<file path="src/rtl/alu_arb_pkg.sv">
// Shared types and constants for the two-requester ALU arbiter.
package alu_arb_pkg;

    localparam int NREQ = 2;

    typedef enum logic [2:0] {
        ALU_ADD = 3'b000,
        ALU_SUB = 3'b001,
        ALU_AND = 3'b100,
        ALU_OR  = 3'b110
    } alu_op_t;

    typedef struct packed {
        logic negative;
        logic zero;
        logic carry;
        logic over_flow;
    } alu_flags_t;

endpackage

</file>
<file path="src/rtl/alu_arbiter_if.sv">
// Request/response bundle between the requesters and the ALU arbiter.
interface alu_arbiter_if
    import alu_arb_pkg::*;
#(
    parameter int WIDTH = 32
);
    logic [NREQ-1:0]            req_valid;
    logic [NREQ-1:0]            req_ready;
    logic [NREQ-1:0][WIDTH-1:0] req_a;
    logic [NREQ-1:0][WIDTH-1:0] req_b;
    logic [NREQ-1:0][2:0]       req_cntrl;
    logic                       rsp_valid;
    logic                       rsp_ready;
    logic                       rsp_id;
    logic [WIDTH-1:0]           rsp_result;
    alu_flags_t                 rsp_flags;

    modport master (
        output req_valid, req_a, req_b, req_cntrl, rsp_ready,
        input  req_ready, rsp_valid, rsp_id, rsp_result, rsp_flags
    );

    modport slave (
        input  req_valid, req_a, req_b, req_cntrl, rsp_ready,
        output req_ready, rsp_valid, rsp_id, rsp_result, rsp_flags
    );
endinterface

</file>
<file path="src/rtl/alu_arbiter_alu.sv">
// Combinational ALU: add/sub through one adder, AND/OR logic ops.
// Zero always reflects the adder sum; carry/over_flow are masked for logic ops.
module ALU
    import alu_arb_pkg::*;
#(
    parameter int WIDTH = 32
) (
    input  logic [WIDTH-1:0] a,
    input  logic [WIDTH-1:0] b,
    input  logic [2:0]       cntrl,
    output logic [WIDTH-1:0] result,
    output alu_flags_t       flags
);
    logic [WIDTH-1:0] b_eff;
    logic [WIDTH-1:0] sum;
    logic             cout;

    // cntrl[0] selects subtract as a + ~b + 1
    assign b_eff       = cntrl[0] ? ~b : b;
    assign {cout, sum} = {1'b0, a} + {1'b0, b_eff} + {{WIDTH{1'b0}}, cntrl[0]};

    always_comb begin
        result = sum;
        case (cntrl)
            ALU_AND: result = a & b;
            ALU_OR:  result = a | b;
            default: result = sum;
        endcase
    end

    assign flags.negative  = result[31];
    assign flags.zero      = (sum == '0);
    assign flags.carry     = ~cntrl[2] & cout;
    assign flags.over_flow = ~cntrl[2] & ~(a[31] ^ b_eff[31]) & (sum[31] ^ a[31]);
endmodule

</file>
<file path="src/rtl/alu_arbiter.sv">
// Shares one ALU between two valid/ready requesters with a one-entry response register.
// Define ALU_ARB_RR_EN for round-robin arbitration; default is fixed priority to requester 0.
module alu_arbiter
    import alu_arb_pkg::*;
#(
    parameter int WIDTH = 32
) (
    input  logic          clk,
    input  logic          rst,
    alu_arbiter_if.slave  bus
);
`ifdef ALU_ARB_RR_EN
    localparam logic RR_EN = 1'b1;
`else
    localparam logic RR_EN = 1'b0;
`endif

    localparam logic [0:0] EMPTY = 1'b0;
    localparam logic [0:0] FULL  = 1'b1;

    logic [0:0]       state_reg;
    logic             last_grant_reg;
    logic             id_reg;
    logic [WIDTH-1:0] result_reg;
    alu_flags_t       flags_reg;

    logic             can_accept;
    logic             both_winner;
    logic [NREQ-1:0]  grant;
    logic             sel;
    logic             accept;

    logic [WIDTH-1:0] alu_a;
    logic [WIDTH-1:0] alu_b;
    logic [2:0]       alu_cntrl;
    logic [WIDTH-1:0] alu_result;
    alu_flags_t       alu_flags;

    assign can_accept = (state_reg == EMPTY) || bus.rsp_ready;

    // On contention round-robin picks the requester not served last; fixed priority picks 0
    assign both_winner = RR_EN & ~last_grant_reg;

    always_comb begin
        grant = bus.req_valid;
        if (&bus.req_valid) begin
            grant = both_winner ? 2'b10 : 2'b01;
        end
    end

    generate
        for (genvar gi = 0; gi < NREQ; gi++) begin : g_ready
            assign bus.req_ready[gi] = ~rst & can_accept & grant[gi];
        end
    endgenerate

    assign accept = |bus.req_ready;
    assign sel    = grant[1];

    assign alu_a     = bus.req_a[sel];
    assign alu_b     = bus.req_b[sel];
    assign alu_cntrl = bus.req_cntrl[sel];

    ALU #(.WIDTH(WIDTH)) u_alu (
        .a      (alu_a),
        .b      (alu_b),
        .cntrl  (alu_cntrl),
        .result (alu_result),
        .flags  (alu_flags)
    );

    always_ff @(posedge clk or posedge rst) begin
        if (rst) begin
            state_reg      <= EMPTY;
            last_grant_reg <= 1'b1;
            id_reg         <= 1'b0;
            result_reg     <= '0;
            flags_reg      <= '0;
        end else if (accept) begin
            // A new accept may overwrite a response being consumed this same edge
            state_reg      <= FULL;
            last_grant_reg <= sel;
            id_reg         <= sel;
            result_reg     <= alu_result;
            flags_reg      <= alu_flags;
        end else if ((state_reg == FULL) && bus.rsp_ready) begin
            state_reg      <= EMPTY;
        end
    end

    assign bus.rsp_valid  = (state_reg == FULL);
    assign bus.rsp_id     = id_reg;
    assign bus.rsp_result = result_reg;
    assign bus.rsp_flags  = flags_reg;
endmodule

</file>
<file path="src/flat_wrapper.sv">
// flat-port wrapper written by rule: the top's interface ports become plain ports
module alu_arbiter_flat import alu_arb_pkg::*;
#(
    parameter int WIDTH = 32
)
  (clk, rst, bus_req_valid, bus_req_a, bus_req_b, bus_req_cntrl, bus_rsp_ready, bus_req_ready, bus_rsp_valid, bus_rsp_id, bus_rsp_result, bus_rsp_flags);
  alu_arbiter_if #(.WIDTH(WIDTH)) bus_i ();
  input  logic clk;
  input  logic rst;
  input wire logic [$bits(bus_i.req_valid)-1:0] bus_req_valid;
  input wire logic [$bits(bus_i.req_a)-1:0] bus_req_a;
  input wire logic [$bits(bus_i.req_b)-1:0] bus_req_b;
  input wire logic [$bits(bus_i.req_cntrl)-1:0] bus_req_cntrl;
  input wire logic [$bits(bus_i.rsp_ready)-1:0] bus_rsp_ready;
  output wire logic [$bits(bus_i.req_ready)-1:0] bus_req_ready;
  output wire logic [$bits(bus_i.rsp_valid)-1:0] bus_rsp_valid;
  output wire logic [$bits(bus_i.rsp_id)-1:0] bus_rsp_id;
  output wire logic [$bits(bus_i.rsp_result)-1:0] bus_rsp_result;
  output wire logic [$bits(bus_i.rsp_flags)-1:0] bus_rsp_flags;
  assign bus_i.req_valid = bus_req_valid;
  assign bus_i.req_a = bus_req_a;
  assign bus_i.req_b = bus_req_b;
  assign bus_i.req_cntrl = bus_req_cntrl;
  assign bus_i.rsp_ready = bus_rsp_ready;
  assign bus_req_ready = bus_i.req_ready;
  assign bus_rsp_valid = bus_i.rsp_valid;
  assign bus_rsp_id = bus_i.rsp_id;
  assign bus_rsp_result = bus_i.rsp_result;
  assign bus_rsp_flags = bus_i.rsp_flags;
  alu_arbiter #(.WIDTH(WIDTH)) u_core (.clk(clk), .rst(rst), .bus(bus_i));
endmodule
</file>
<file path="config.mk">
export PLATFORM = sky130hd
export DESIGN_NAME = alu_arbiter_flat
export DESIGN_NICKNAME = d
export VERILOG_FILES = /design/src/rtl/alu_arb_pkg.sv /design/src/rtl/alu_arbiter_if.sv /design/src/rtl/alu_arbiter_alu.sv /design/src/rtl/alu_arbiter.sv /design/src/flat_wrapper.sv
export SDC_FILE = /design/constraint.sdc
export NUM_CORES = 1
export LEC_CHECK = 0
export ABC_AREA = 1
export CAP_MARGIN = 20
export CORE_MARGIN = 5
export CORE_UTILIZATION = 31
export CTS_CLUSTER_DIAMETER = 30
export DETAILED_ROUTE_END_ITERATION = 8
export PLACE_DENSITY = 0.64
export SLEW_MARGIN = 30
export SYNTH_ARGS = -nofsm -noshare
export SYNTH_HDL_FRONTEND = slang
export SYNTH_SLANG_ARGS = --single-unit
export TNS_END_PERCENT = 30
</file>
<file path="constraint.sdc">
create_clock -name clk -period 2.2 [get_ports clk]
set_clock_uncertainty 0.05 [all_clocks]
set_input_delay 0.44 -clock clk [delete_from_list [all_inputs] [get_ports clk]]
set_output_delay 0.44 -clock clk [all_outputs]
set_load 0.005 [all_outputs]
</file>
==> results of run 1 <==
[cell type report]
cell class	instances	area [um^2]	share of cell area [%]
multi-input combinational	689	5060	47.79
timing repair buffer	417	3750	35.42
clock inverter	2	37.54	0.3545
inverter	92	374.1	3.533
clock buffer	6	138.9	1.312
tap	225	281.5	2.659
timing repair inverter	1	20.02	0.1891
sequential	37	925.9	8.745
[per-layer routing]
metal | share of wire [%] | GRT usage [%]
met5 | 0 | 0
met4 | 0.78 | 3.502
met3 | 7.0 | 3.818
met2 | 47 | 37.49
met1 | 46 | 31.03
[power groups by stage]
stage	clock network (W)	registers (W)	logic (W)
floorplan	0	0.00103	0.00190
global placement	0	0.00101	0.00419
detailed placement	0	0.00103	0.00420
CTS	0.000942	0.00102	0.00472
global route	0.000958	0.00105	0.00546
finish	0.000930	0.00101	0.00506
[cell families after synthesis]
logic type	count (synthesis)
AOI/OAI and AO/OA	144
muxes	56
buffers and inverters	118
adders and majority gates	34
DFF	37
and+or+nand+nor	415
xor gates and xnor gates	38
[what timing repair did]
action / CTS / global route
hold endpoints to repair: 0 / 0
pin swaps: 58 / 31
setup endpoints to repair: 37 / 35
resized for setup: 178 / 78
cloned: 3 / 0
setup buffers: 19 / 10
[cells in the mapped netlist, drive strengths merged]
| library cell | instances |
|---|---|
| a31oi | 17 |
| a211oi | 1 |
| and3 | 1 |
| xnor2 | 4 |
| inv | 92 |
| o221ai | 2 |
| ha | 31 |
| or2 | 1 |
| nand3b | 11 |
| o21bai | 3 |
| nand4 | 6 |
| buf | 13 |
| a21o | 2 |
| a21boi | 1 |
| xor2 | 34 |
| nand3 | 72 |
| mux2 | 50 |
| a41oi | 14 |
| nor3b | 1 |
| dfrtp | 37 |
| fa | 1 |
| maj3 | 2 |
| nor2 | 86 |
| mux2i | 6 |
| o22a | 2 |
| o21a | 1 |
| o31ai | 1 |
| o311ai | 1 |
| a21oi | 48 |
| nor3 | 17 |
| nand2 | 219 |
| o21ai | 51 |
| clkbuf | 13 |
| nor4 | 1 |
[cell usage in the layout (no fill, tap or decap), types with 8 or more instances in the layout]
| master | instances |
|---|---|
| inv_1 | 85 |
| buf_4 | 215 |
| nor2_1 | 62 |
| a21oi_1 | 24 |
| nand3b_1 | 11 |
| nor3_1 | 9 |
| mux2_2 | 42 |
| mux2_4 | 8 |
| nand2_4 | 15 |
| buf_12 | 8 |
| nand2_1 | 147 |
| o21ai_1 | 12 |
| nor2_4 | 12 |
| o21ai_0 | 31 |
| a41oi_2 | 9 |
| nor2_2 | 12 |
| dfrtp_1 | 37 |
| buf_6 | 14 |
| a21oi_2 | 19 |
| xor2_1 | 26 |
| nand3_1 | 55 |
| ha_1 | 21 |
| o21ai_2 | 8 |
| nand2_2 | 56 |
| a31oi_1 | 17 |
| nand3_2 | 14 |
| clkdlybuf4s50_1 | 172 |
[sequential cells by signal, summed over array words and instances (netlist names)]
signal,flops
u_core.bus.rsp_result,32
u_core.bus.rsp_flags,3
u_core.bus.rsp_id,1
u_core.bus.rsp_valid,1
[critical path: cells and delay by family]
kind / cells / cell delay [ps]
AND/OR/NAND/NOR: 13 / 1250
adder cells (fa/ha/maj): 1 / 360
buffers and inverters: 7 / 760
XOR/XNOR: 1 / 150
AO/OA/AOI/OAI: 2 / 330
[stage by stage]
step	power (W)	setup slack, ps
2_1_floorplan	0.002935	-786.6
3_3_place_gp	0.005201	-1805
3_5_place_dp	0.005222	-1886
4_1_cts	0.006682	-876.7
5_1_grt	0.007471	-1072
6_report	0.007006	-919.8
[final timing paths]
check                                                 end  slack [ps]                  from
min in group asynchronous       u_core.bus.rsp_result[30]         650                   rst
worst max register to register    u_core.bus.rsp_flags[2]         310  u_core.bus.rsp_valid
worst min-delay path                    u_core.bus.rsp_id         440     u_core.bus.rsp_id
worst max-delay path              u_core.bus.rsp_flags[2]        -920      bus_req_valid[0]
worst min register to register          u_core.bus.rsp_id         440     u_core.bus.rsp_id
max in group asynchronous        u_core.bus.rsp_result[2]        1060                   rst
==> results.md, run 1 <==
* Clk_lat worst skew at 290 ps
* CP Max Fanout at 7
* Largest net degree at the start of global routing at 38
* Routability cong. at 0.9557
* Std-Cell Rows at between 40 and 50
* Switching share of power at 41.67%
* Gate power share at 72.3%
* HPWL after detailed placement at around 18 mm
* CTS tree: done
* Initial antenna violation count at 0
* Core footprint at 0.01730 mm^2
* Leakage at 4.912 nW
* Failing checks: setup timing
* Tot GR Track Use at 22.45%
* Synth area leader: dfrtp_1
* Crit path cell chain: buf_12 -> inv_16 -> buf_6 -> nand3b_1 -> nand2_8 -> buf_12 -> inv_16 -> buf_4 -> xor2_1 -> ha_1 -> buf_6 -> nand2_1 -> nand2_2 -> a21oi_2 -> nand2_2 -> a21oi_4 -> nand3_2 -> nand2_2 -> nand3_1 -> nor2_1 -> nand3_1 -> nor2_1 -> nand2_1 -> nand2_1
* Utilization after layout at approximately three fifths
* Overflow left after global routing at 0
* First-pass GRT wire length at about 37 mm
* Sequential Power Share at between 10% and 20%
* Synth top area share at 16.89%
* Antenna cell count at 0
* Rel. slew slack at 61.91%
* Initial core utilization at 31.68%
* Post-synth cell types at 45
* Placed insts at 1430
* Total Die Area at 0.02044 mm^2
* Largest family of logic cells by synthesized area: simple AND/OR/NAND/NOR gates
* Simple-gate share of the synthesized area at approximately a third
* Ys Warns at 0
* Max-cap violation count at 0
* CTS sink cnt at 37
* XOR/XNOR Fraction of Synth Area at under 10%
* Crit end category: register
* DRC viols at 0
* Pre-antenna DRT Iters at 5
* Non-filler instance count after layout at about 1.5k
* Slew at the pin closest to its max-slew limit at 571.3 ps
* Worst Hold Class: register to register
* Vias in the first global route at 7101
* Layout cell share with drive strength beyond 1 at 40.59%
* Fillers at 1620
* Final worst-path cycle share at 141.8%
* Final setup fails at 33
* Seq/Total Area, Yosys at between 10% and 20%
* CTS Buf Count at 5
* Top post-synthesis cells by area: dfrtp_1, nand2_1, mux2_2, ha_1, nand3_1
* Syn nets at roughly 1.0k
* Number of synthesized register bits at 37
* Routed Wire Length at between 20 and 25 mm
* IO Pins at 179
* Hold Crit Depth at 2
* Gate Count Post-Synth at 842
* Fmax at 320.5 MHz
* Pint at 0.004087 W
* Die W at 143.0 um
* Post-synthesis average cell area at 6.509 um^2
* Final hold vios at 0
* Placed Area at approximately 0.0092 mm^2
* Final instance area at 0.01059 mm^2
* Syn Std Cell Area at 0.005480 mm^2
* Switching power at 0.002920 W
* Initial drt markers at 354
* Max stage delay on crit path at about 360 ps
* Clock Pin Slew Worst Setup and Hold Paths at 70 ps
* CTS HTree Levels at 2
* Fin worst setup slack at -919.8 ps
* Area Growth Syn to Fin at 93.20%
* Crit path time final at 3120 ps
* Post-synthesis compound-gate area fraction at 15.39%
* Pwr dens at ~660 mW/mm^2
* Crit-path slowest cell: ha_1
* Final nets at between 1k and 1.5k
* Setup TNS at -20280 ps
* Post-route ant nets at 0
* Vias per std cell at ~5.0
* Maximum root-to-sink buffer count at 2
* CP Launch Type: input port
* Reg2reg path depth at 15
* DR WL/cell at 16.35 um
* Worst Path Arrival at 3310 ps
* Hold WS at 440.1 ps
* Clock power frac at 13.3%
* Overall die height at 143.0 um
* WP data required at 2390 ps
* DR vias at 7301
* Max VDD drop at 0.3651 mV
* Adder-Cell Fraction of Synth Area at 7.854%
* Mux cell area share after synthesis at 11.37%
* Outcome: finished with violations
* Hold Buf Count CTS at 0
* Final Max Tran Viols at 0
* CP Class: input port to register
* RSZ-0062 raised after global routing: yes
* Root buffer cell: clkbuf_16
* PortBufs at roughly 180
Power figures use the tool's default switching activity.
==> run 2: changes to the inputs <==
- CORE_UTILIZATION: 31 -> 48
- PLACE_DENSITY: 0.64 -> 0.89
==> run 2 against run 1 <==
The flow now stops in global routing. Synthesized cell count did not move. Synthesized area did not move.
==> results.md, run 2 <==
* Outcome: stopped before the end
* Failed at: global routing
* Err: [ERROR GRT-0232] Routing congestion too high. Check the congestion heatmap in the GUI.
* Ys Warns at 0 (unchanged)
* Mux cell area share after synthesis at 11.37% (unchanged)
* Post-synthesis compound-gate area fraction at 15.39% (unchanged)
* Gate Count Post-Synth at 842 (unchanged)
* Overall die height at 116.9 um (-18%)
* Maximum root-to-sink buffer count at 2 (unchanged)
* CTS HTree Levels at 2 (unchanged)
* Synth area leader: dfrtp_1
* Syn nets at 1013 (unchanged)
* CTS sink cnt at 37 (unchanged)
* Prevailing post-synth register cell: dfrtp_1
* Worst endpoint after global-route timing repair: u_core.bus.rsp_flags[2]$_DFFE_PP0P_/D
* Seq/Total Area, Yosys at 16.89% (unchanged)
* XOR/XNOR Fraction of Synth Area at 6.073% (unchanged)
* Worst_ep kind: register data pin
* Post-synth cell types at 45 (unchanged)
* CTS Buf Count at 5 (unchanged)
* Placed Area at 0.008828 mm^2 (-4.1%)
* Number of synthesized register bits at 37 (unchanged)
* IO Pins at 179 (unchanged)
* PortBufs at 178 (unchanged)
* Die W at 116.9 um (-18%)
* Most frequent cell after synthesis: nand2_1
* Overflow left after global routing at 32
* Syn Std Cell Area at 0.005480 mm^2 (unchanged)
* Post-synth EDFFs at 0 (unchanged)
* HPWL after detailed placement at 18.27 mm (+0.26%)
* Root buffer cell: clkbuf_16
* Simple-gate share of the synthesized area at 33.56% (unchanged)
* Initial core utilization at 48.41% (+17 points)
* Post-synth top cells: nand2_1, inv_1, nor2_1, nand3_1, mux2_2
* Routability cong. at 1.030 (+7.8%)
* Std-Cell Rows at 39 (-19%)
* Top post-synthesis cells by area: dfrtp_1, nand2_1, mux2_2, ha_1, nand3_1
* Post-synthesis average cell area at 6.509 um^2 (unchanged)
* Async SR Flop Fraction at 100.0% (unchanged)
* Adder-Cell Fraction of Synth Area at 7.854% (unchanged)
* Synth top area share at 16.89% (unchanged)
* Tot GR Track Use at 71.40%
* Largest family of logic cells by synthesized area: simple AND/OR/NAND/NOR gates
* Largest net degree at the start of global routing at 48
## run 2: cell counts after synthesis
Identical to the previous run, type by type.
## run 2: metal layers
metal	GRT overflow	track usage, %
met5	0	21.11
met2	18	90.18
met4	13	70.11
met1	1	69.54
met3	0	56.81
## run 2: per-stage QoR
step           util, %  setup WS, ps  hold WS, ps  TNS, ps  instances
3_5_place_dp     77.98         -1724        416.1   -48450       1313
2_1_floorplan        -        -786.6        415.4   -17660        842
3_3_place_gp     77.98         -1696        405.6   -46260       1313
4_1_cts          88.93        -834.5        431.0   -17310       1351
## run 2: cells by family after synthesis
group                      Yosys count
and+or+nand+nor                    415
AOI/OAI and AO/OA                  144
buffers and inverters              118
muxes                               56
xor gates and xnor gates            38
DFF                                 37
adders and majority gates           34
## run 2: timing repair
item / in CTS
setup endpoints to repair: 37
gates resized for setup: 194
pin swaps: 60
gates cloned: 4
buffers inserted: 28
hold buffers: 0
==> run 3: changes to the inputs <==
- CORE_UTILIZATION: 48 -> 40
- CTS_CLUSTER_DIAMETER: 30 -> unset
- PLACE_DENSITY: 0.89 -> unset
- PLACE_DENSITY_LB_ADDON: unset -> 0.15
==> run 3 against run 2 <==
The flow now finishes, with violations (setup timing).
==> results.md, run 3 (same netlist as run 1, synthesis figures left out) <==
* Pwr dens at 673.8 mW/mm^2
* CP Max Fanout at 8
* DRC viols at 0
* IO Pins at 179 (unchanged)
* Initial antenna violation count at 0
* Routability cong. at 0.9745 (-5.4%)
* Worst Hold Class: register to register
* Outcome: finished with violations
* Clock Pin Slew Worst Setup and Hold Paths at around 60 ps
* Slew at the pin closest to its max-slew limit at 543.9 ps
* Most frequent cells in the layout: buf_4, clkdlybuf4s50_1, nand2_1
* Placed Area at 0.009107 mm^2 (+3.2%)
* CTS tree: done
* Antenna cell count at 0
* Leakage at 5.031 nW
* Switching share of power at between 40 and 50%
* CP Launch Type: input port
* CP Class: input port to register
* Hold WS at 434.2 ps
* Utilization after layout at between 80% and 90%
* Most common cell after layout, fill and taps aside: buf_4
* Gate power share at around three quarters
* Hold Crit Depth at 2
* Overall die height at 127.1 um (+8.7%)
* Initial core utilization at 41.06% (-7.4 points)
* CTS sink cnt at 37 (unchanged)
* Sequential Power Share at a little over an eighth
* Routed Wire Length at 26.67 mm
* Pwr Total at 0.007408 W
* Final instance area at 0.01099 mm^2
* Overflow left after global routing at 0
* Most frequent CP cell: nand2_1
* PortBufs at 178 (unchanged)
* Stages on worst setup path at 20
* Vias per std cell at 5.485
* Area Growth Syn to Fin at 100.6%
* Final worst-path cycle share at 147.8%
* Max FFs per register at 32
* Vias in the first global route at 7308
* Fmax at slightly above 300 MHz
* Crit end category: register
* Fin worst setup slack at -1051 ps
* Layout cell share with drive strength beyond 1 at a little under half
* Post-route ant nets at 0
* Crit-path slowest cell: a21boi_2
* Reg2reg path depth at 15
* DR vias at 7833
* Final hold vios at 0
* M3 GR Usage at 3.840%
* Global routing met2 resource utilization at 46.70%
* Max stage delay on crit path at 310 ps
* Max-cap violation count at 0
* HPWL after detailed placement at 17.21 mm (-5.8%)
* Pint at roughly 0.0042 W
* Final setup fails at 34
* Max VDD drop at ~0.47 mV
* Std-Cell Rows at 42 (+7.7%)
* Initial drt markers at about 860
* Clk_lat worst skew at about 300 ps
* Largest net degree at the start of global routing at 38
* CTS HTree Levels at 2 (unchanged)
* CTS Buf Count at 5 (unchanged)
* Total Die Area at 0.01614 mm^2
* Met1 usage at ~39%
* Clock power frac at between 10% and 20%
* Hold Buf Count CTS at 0 (unchanged)
* WP data required at 2390 ps
* Final nets at around 1.4k
* First-pass GRT wire length at 36.67 mm
* CP bufs+invs at 4
* Crit path time final at 3251 ps
* Switching power at 0.003222 W
* Core footprint at between 0.01 and 0.015 mm^2
* Crit path cell chain: buf_12 -> inv_16 -> buf_6 -> nand3b_1 -> nand2_8 -> buf_8 -> xor2_1 -> ha_4 -> a21oi_1 -> a21boi_2 -> nor2_1 -> o21ai_1 -> nand3_1 -> nand2_1 -> nand2_2 -> nor2_2 -> nand3_1 -> nor2_1 -> nand2_1 -> nand2_1
* DR WL/cell at 18.68 um
* Failing checks: setup timing
* Pre-antenna DRT Iters at 5
* Root buffer cell: clkbuf_16
* Tot GR Track Use at roughly 28%
* Worst Path Arrival at 3440 ps
* Die W at 127.1 um (+8.7%)
* RSZ-0062 raised after global routing: yes
* GRT busiest layer: met2
* Rel. slew slack at 63.74%
* Maximum root-to-sink buffer count at 2 (unchanged)
* Final Max Tran Viols at 0
* Cell family contributing the most delay on the critical path: simple AND/OR/NAND/NOR gates
[run 3: final timing paths]
path,startpoint,to,slack [ps]
setup / recovery,bus_req_valid[0],u_core.bus.rsp_flags[2],-1050
hold / removal,u_core.bus.rsp_result[14],u_core.bus.rsp_result[14],430
setup reg to reg,u_core.bus.rsp_valid,u_core.bus.rsp_flags[2],310
hold reg to reg,u_core.bus.rsp_result[14],u_core.bus.rsp_result[14],430
max in group asynchronous,rst,u_core.bus.rsp_result[20],1100
min in group asynchronous,rst,u_core.bus.rsp_result[29],630
[run 3: worst min-delay path: stages, from the launching register on]
cell and delay [ps]:
dfrtp_1 340, nand2_1 60, nand2_1 50
[run 3: repair_timing]
item,4_1_cts,5_1_grt
setup endpoints to repair,37,35
pin swaps,88,94
setup buffers,26,20
hold endpoints to repair,0,0
gates cloned,5,0
resized for setup,176,169
[run 3: per-layer routing]
metal,vias to the layer above,part of all wire [%]
met5,-,0
met4,0,3.6
met3,87,9.8
met2,440,47
met1,3637,40
li1,3669,-
[run 3: area by class of cell]
cell class | instances | area [um^2]
flip-flops and latches | 37 | 925.9
repair inverters | 3 | 52.55
clock buffers | 6 | 138.9
fillers | 843 | 2354
clock inverters | 1 | 7.507
repair buffers | 424 | 3846
multi-input cells | 689 | 5426
well taps | 176 | 220.2
inverters | 92 | 376.6
[run 3: power by group through the flow]
stage / clock network [W] / logic (W) / registers (W)
finish: 0.000778 / 0.00562 / 0.00101
global route: 0.000801 / 0.00594 / 0.00104
CTS: 0.000778 / 0.00465 / 0.00101
detailed placement: 0 / 0.00409 / 0.00102
global placement: 0 / 0.00406 / 0.00102
floorplan: 0 / 0.00190 / 0.00103
[run 3: per-stage QoR]
stage               setup slack, ps  std cells  setup TNS [ps]
floorplan                    -786.6        842          -17660
global placement              -1907       1376          -49620
detailed placement            -1865       1376          -50610
CTS                          -823.1       1410          -20290
global route                  -1127       1428          -26860
finish                        -1051       1428          -22960
==> run 4: changes to the inputs <==
- SYNTH_HIERARCHICAL: unset -> 1
==> run 4 against run 3 <==
The flow still finishes with violations (setup timing). Maximum frequency up 3.4%. Final cell count up 10%. First-iteration DRC count down 31%. Design area down 4.9%. Combinational power down 7.5%. Non-clock buffer count down 65. Utilization down 11 points. Critical path depth up 4. Synthesized cell count up 27%. Routed wire length down 0.77%. Clock-buffer cell count down 1. Largest power group unchanged.
==> results.md, run 4 <==
* Syn Std Cell Area at 0.006033 mm^2 (+10%)
* Synth top area share at 28.12% (+11 points)
* Core footprint at 0.01464 mm^2 (+9.7%)
* PortBufs at 178 (unchanged)
* Placed insts at 1555 (+13%)
* DR vias at 8452 (+7.9%)
* Post-synthesis average cell area at 5.628 um^2 (-14%)
* Seq/Total Area, Yosys at 15.76% (-1.1 points)
* Top post-synthesis cells by area: nand2_1, dfrtp_1, nand3_1, ha_1, inv_1
* Pwr dens at 660.7 mW/mm^2 (-1.9%)
* Leakage at 5.271 nW (+4.8%)
* Failing checks: setup timing
* CTS HTree Levels at 2 (unchanged)
* DRC viols at 0 (unchanged)
* Area Growth Syn to Fin at 73.33%
* Max FFs per register at 32 (unchanged)
* Overall die height at 132.8 um (+4.5%)
* Clock power frac at 9.7% (-0.8 points)
* Most frequent cell after synthesis: nand2_1
* Gate Count Post-Synth at 1072 (+27%)
* Most frequent cells in the layout: nand2_1, clkdlybuf4s50_1, buf_4
* Crit path time final at 3143 ps (-107.8 ps)
* First-pass GRT wire length at 39.73 mm (+8.4%)
* Routed Wire Length at 26.46 mm (-0.77%)
* Post-synth EDFFs at 0 (unchanged)
* Vias in the first global route at 7890 (+8.0%)
* Most common cell after layout, fill and taps aside: nand2_1
* Die W at 132.8 um (+4.5%)
* Clk_lat worst skew at 280 ps (-20 ps)
* Number of synthesized register bits at 38 (+2.7%)
* Overflow left after global routing at 0 (unchanged)
* Routability cong. at 0.9324 (-4.3%)
* Max VDD drop at 0.4628 mV (-2.1%)
* Max-cap violation count at 0 (unchanged)
* CTS tree: done
* Vias per std cell at 5.360 (-2.3%)
* Gate power share at 75.2% (-0.6 points)
* Worst Hold Class: register to register
* Pre-antenna DRT Iters at 6 (+1)
* Initial drt markers at 591 (-31%)
* Initial antenna violation count at 1 (+1)
* WP data required at 2370 ps (-20 ps)
* Switching power at 0.003053 W (-5.2%)
* Clock Pin Slew Worst Setup and Hold Paths at 50 ps (about the same)
* Outcome: finished with violations
* Setup TNS at -23190 ps (-236.0 ps)
* Async SR Flop Fraction at 100.0% (unchanged)
* IO Pins at 179 (unchanged)
* Std-Cell Rows at 44 (+4.8%)
* Synth area leader: nand2_1
* Prevailing post-synth register cell: dfrtp_1
* Switching share of power at 44.19% (+0.69 points)
* Post-route ant nets at 0 (unchanged)
* CP Launch Type: input port
* Root buffer cell: clkbuf_16
* Maximum root-to-sink buffer count at 2 (unchanged)
* Slew at the pin closest to its max-slew limit at 473.6 ps (-70.35 ps)
* RSZ-0062 raised after global routing: yes
* Largest net degree at the start of global routing at 39 (+2.6%)
* Rel. slew slack at 68.43% (+4.7 points)
* Post-synth cell types at 35 (-22%)
* CTS sink cnt at 38 (+2.7%)
* Final Max Tran Viols at 0 (unchanged)
* Fin worst setup slack at -943.2 ps (+107.8 ps)
* CP Max Fanout at 19 (+11)
* Pwr Total at 0.006910 W (-6.7%)
* Tot GR Track Use at 27.61% (-0.52 points)
* DR WL/cell at 16.78 um (-10%)
* Sequential Power Share at 15.1% (+1.4 points)
* Pint at 0.003856 W (-7.9%)
* Syn nets at 1245 (+23%)
* Initial core utilization at 41.20% (+0.14 points)
* HPWL after detailed placement at 19.77 mm (+15%)
* Hold WS at 418.6 ps (-15.58 ps)
* Final worst-path cycle share at 142.9% (-4.9 points)
* Utilization after layout at 71.41% (-11 points)
* Post-synth top cells: nand2_1, inv_1, nand3_1, nor2_1, a21oi_1
* Total Die Area at 0.01764 mm^2 (+9.3%)
* CP Class: input port to register
* Final hold vios at 0 (unchanged)
* Ys Warns at 6 (+6)
* Layout cell share with drive strength beyond 1 at 29.74% (-16 points)
* Final setup fails at 35 (+2.9%)
* Non-filler instance count after layout at 1577 (+10%)
* Final nets at 1565 (+10%)
* Crit end category: register
* Fmax at 318.2 MHz (+3.4%)
* CTS Buf Count at 5 (unchanged)
* Worst Path Arrival at 3310 ps (-130 ps)
==> run 4: changes by cell type in the layout (fill, tap and decap cells not counted), sizes merged, moves of 10 or more <==
cell and change:
a22oi +12, a31oi -16, a41oi -14, buf -67, mux2 -50, nand2 +250
nand3 +21, nor2 -17, o211ai +39, o22ai +10
==> run 4: path summary, 6_finish.rpt <==
| path | to | slack [ps] | startpoint | cells past startpoint |
|---|---|---|---|---|
| max in group asynchronous | u_core/bus.rsp_result[25] | 1110 | rst | 3 |
| max | u_core/bus.rsp_flags[2] | -940 | bus_req_valid[1] | 24 |
| min in group asynchronous | u_core/bus.rsp_id | 650 | rst | 3 |
| max reg2reg | u_core/bus.rsp_result[29] | 880 | u_core/bus.rsp_valid | 5 |
| min | u_core/bus.rsp_id | 420 | u_core/bus.rsp_id | 2 |
| min reg2reg | u_core/bus.rsp_id | 420 | u_core/bus.rsp_id | 2 |
==> run 4: metrics by stage <==
step           instance area (um^2)  setup slack, ps
2_1_floorplan                  6136            -1140
3_3_place_gp                   9191            -1707
3_5_place_dp                   9191            -1726
4_1_cts                       10000           -836.7
5_1_grt                       10460            -1165
6_report                      10460           -943.2
==> run 4: power groups by stage <==
stage	clock network, W	logic, W	registers (W)
after floorplan	0	0.00208	0.00106
after global placement	0	0.00431	0.00105
after detailed placement	0	0.00435	0.00105
after CTS	0.000678	0.00476	0.00104
after global routing	0.000715	0.00557	0.00107
final	0.000669	0.00520	0.00104
==> run 4: cells by family (layout without fill, tap and decap cells) <==
group,after synthesis,in the layout,share of synthesized area (%)
adders and majority gates,34,34,7.176
and+or+nand+nor,662,662,46.33
AOI/OAI and AO/OA,158,158,15.78
buffers and inverters,145,465,9.871
DFF,38,38,15.76
xor gates and xnor gates,35,35,5.081
other,0,1,0
==> run 4: what timing repair did <==
item / in CTS / in global routing
pin swaps: 63 / 41
buffers inserted: 7 / 3
gates resized for setup: 141 / 108
cloned: 4 / 0
hold buffers: 0 / 0
setup endpoints to repair: 38 / 37
==> run 4: area by class of cell <==
| type | count | area (um^2) |
|---|---|---|
| Clock inverter | 2 | 10.01 |
| Sequential cell | 38 | 950.9 |
| Clock buffer | 5 | 125.1 |
| Multi-Input combinational cell | 889 | 5383 |
| Fill cell | 1209 | 4187 |
| Inverter | 99 | 376.6 |
| Tap cell | 184 | 230.2 |
| Antenna cell | 1 | 2.502 |
| Timing Repair Buffer | 359 | 3379 |
==> run 4: routing by layer <==
layer / GRT usage [%] / wire length, um / vias to the layer above
met1: 34.49 / 10680 / 3844
li1: - / - / 4123
met5: 0 / 0 / -
met2: 48.31 / 12840 / 388
met3: 4.480 / 1684 / 97
met4: 9.122 / 1253 / 0
==> run 4: critical path: stages <==
cell,delay [ps]
buf_8,80
inv_4,30
nor2_4,180
inv_4,100
bufbuf_16,310
nand2_1,60
nand2_1,150
ha_1,410
nand2_2,90
inv_1,110
nand2_4,90
nor3_4,120
nand2_2,110
nand2_4,100
nand2_1,70
nand2_2,80
nand2_1,60
nor2_1,100
nand2_1,80
nor2_1,90
nand3_1,90
nor2_2,160
o211ai_1,100
nand2_1,80
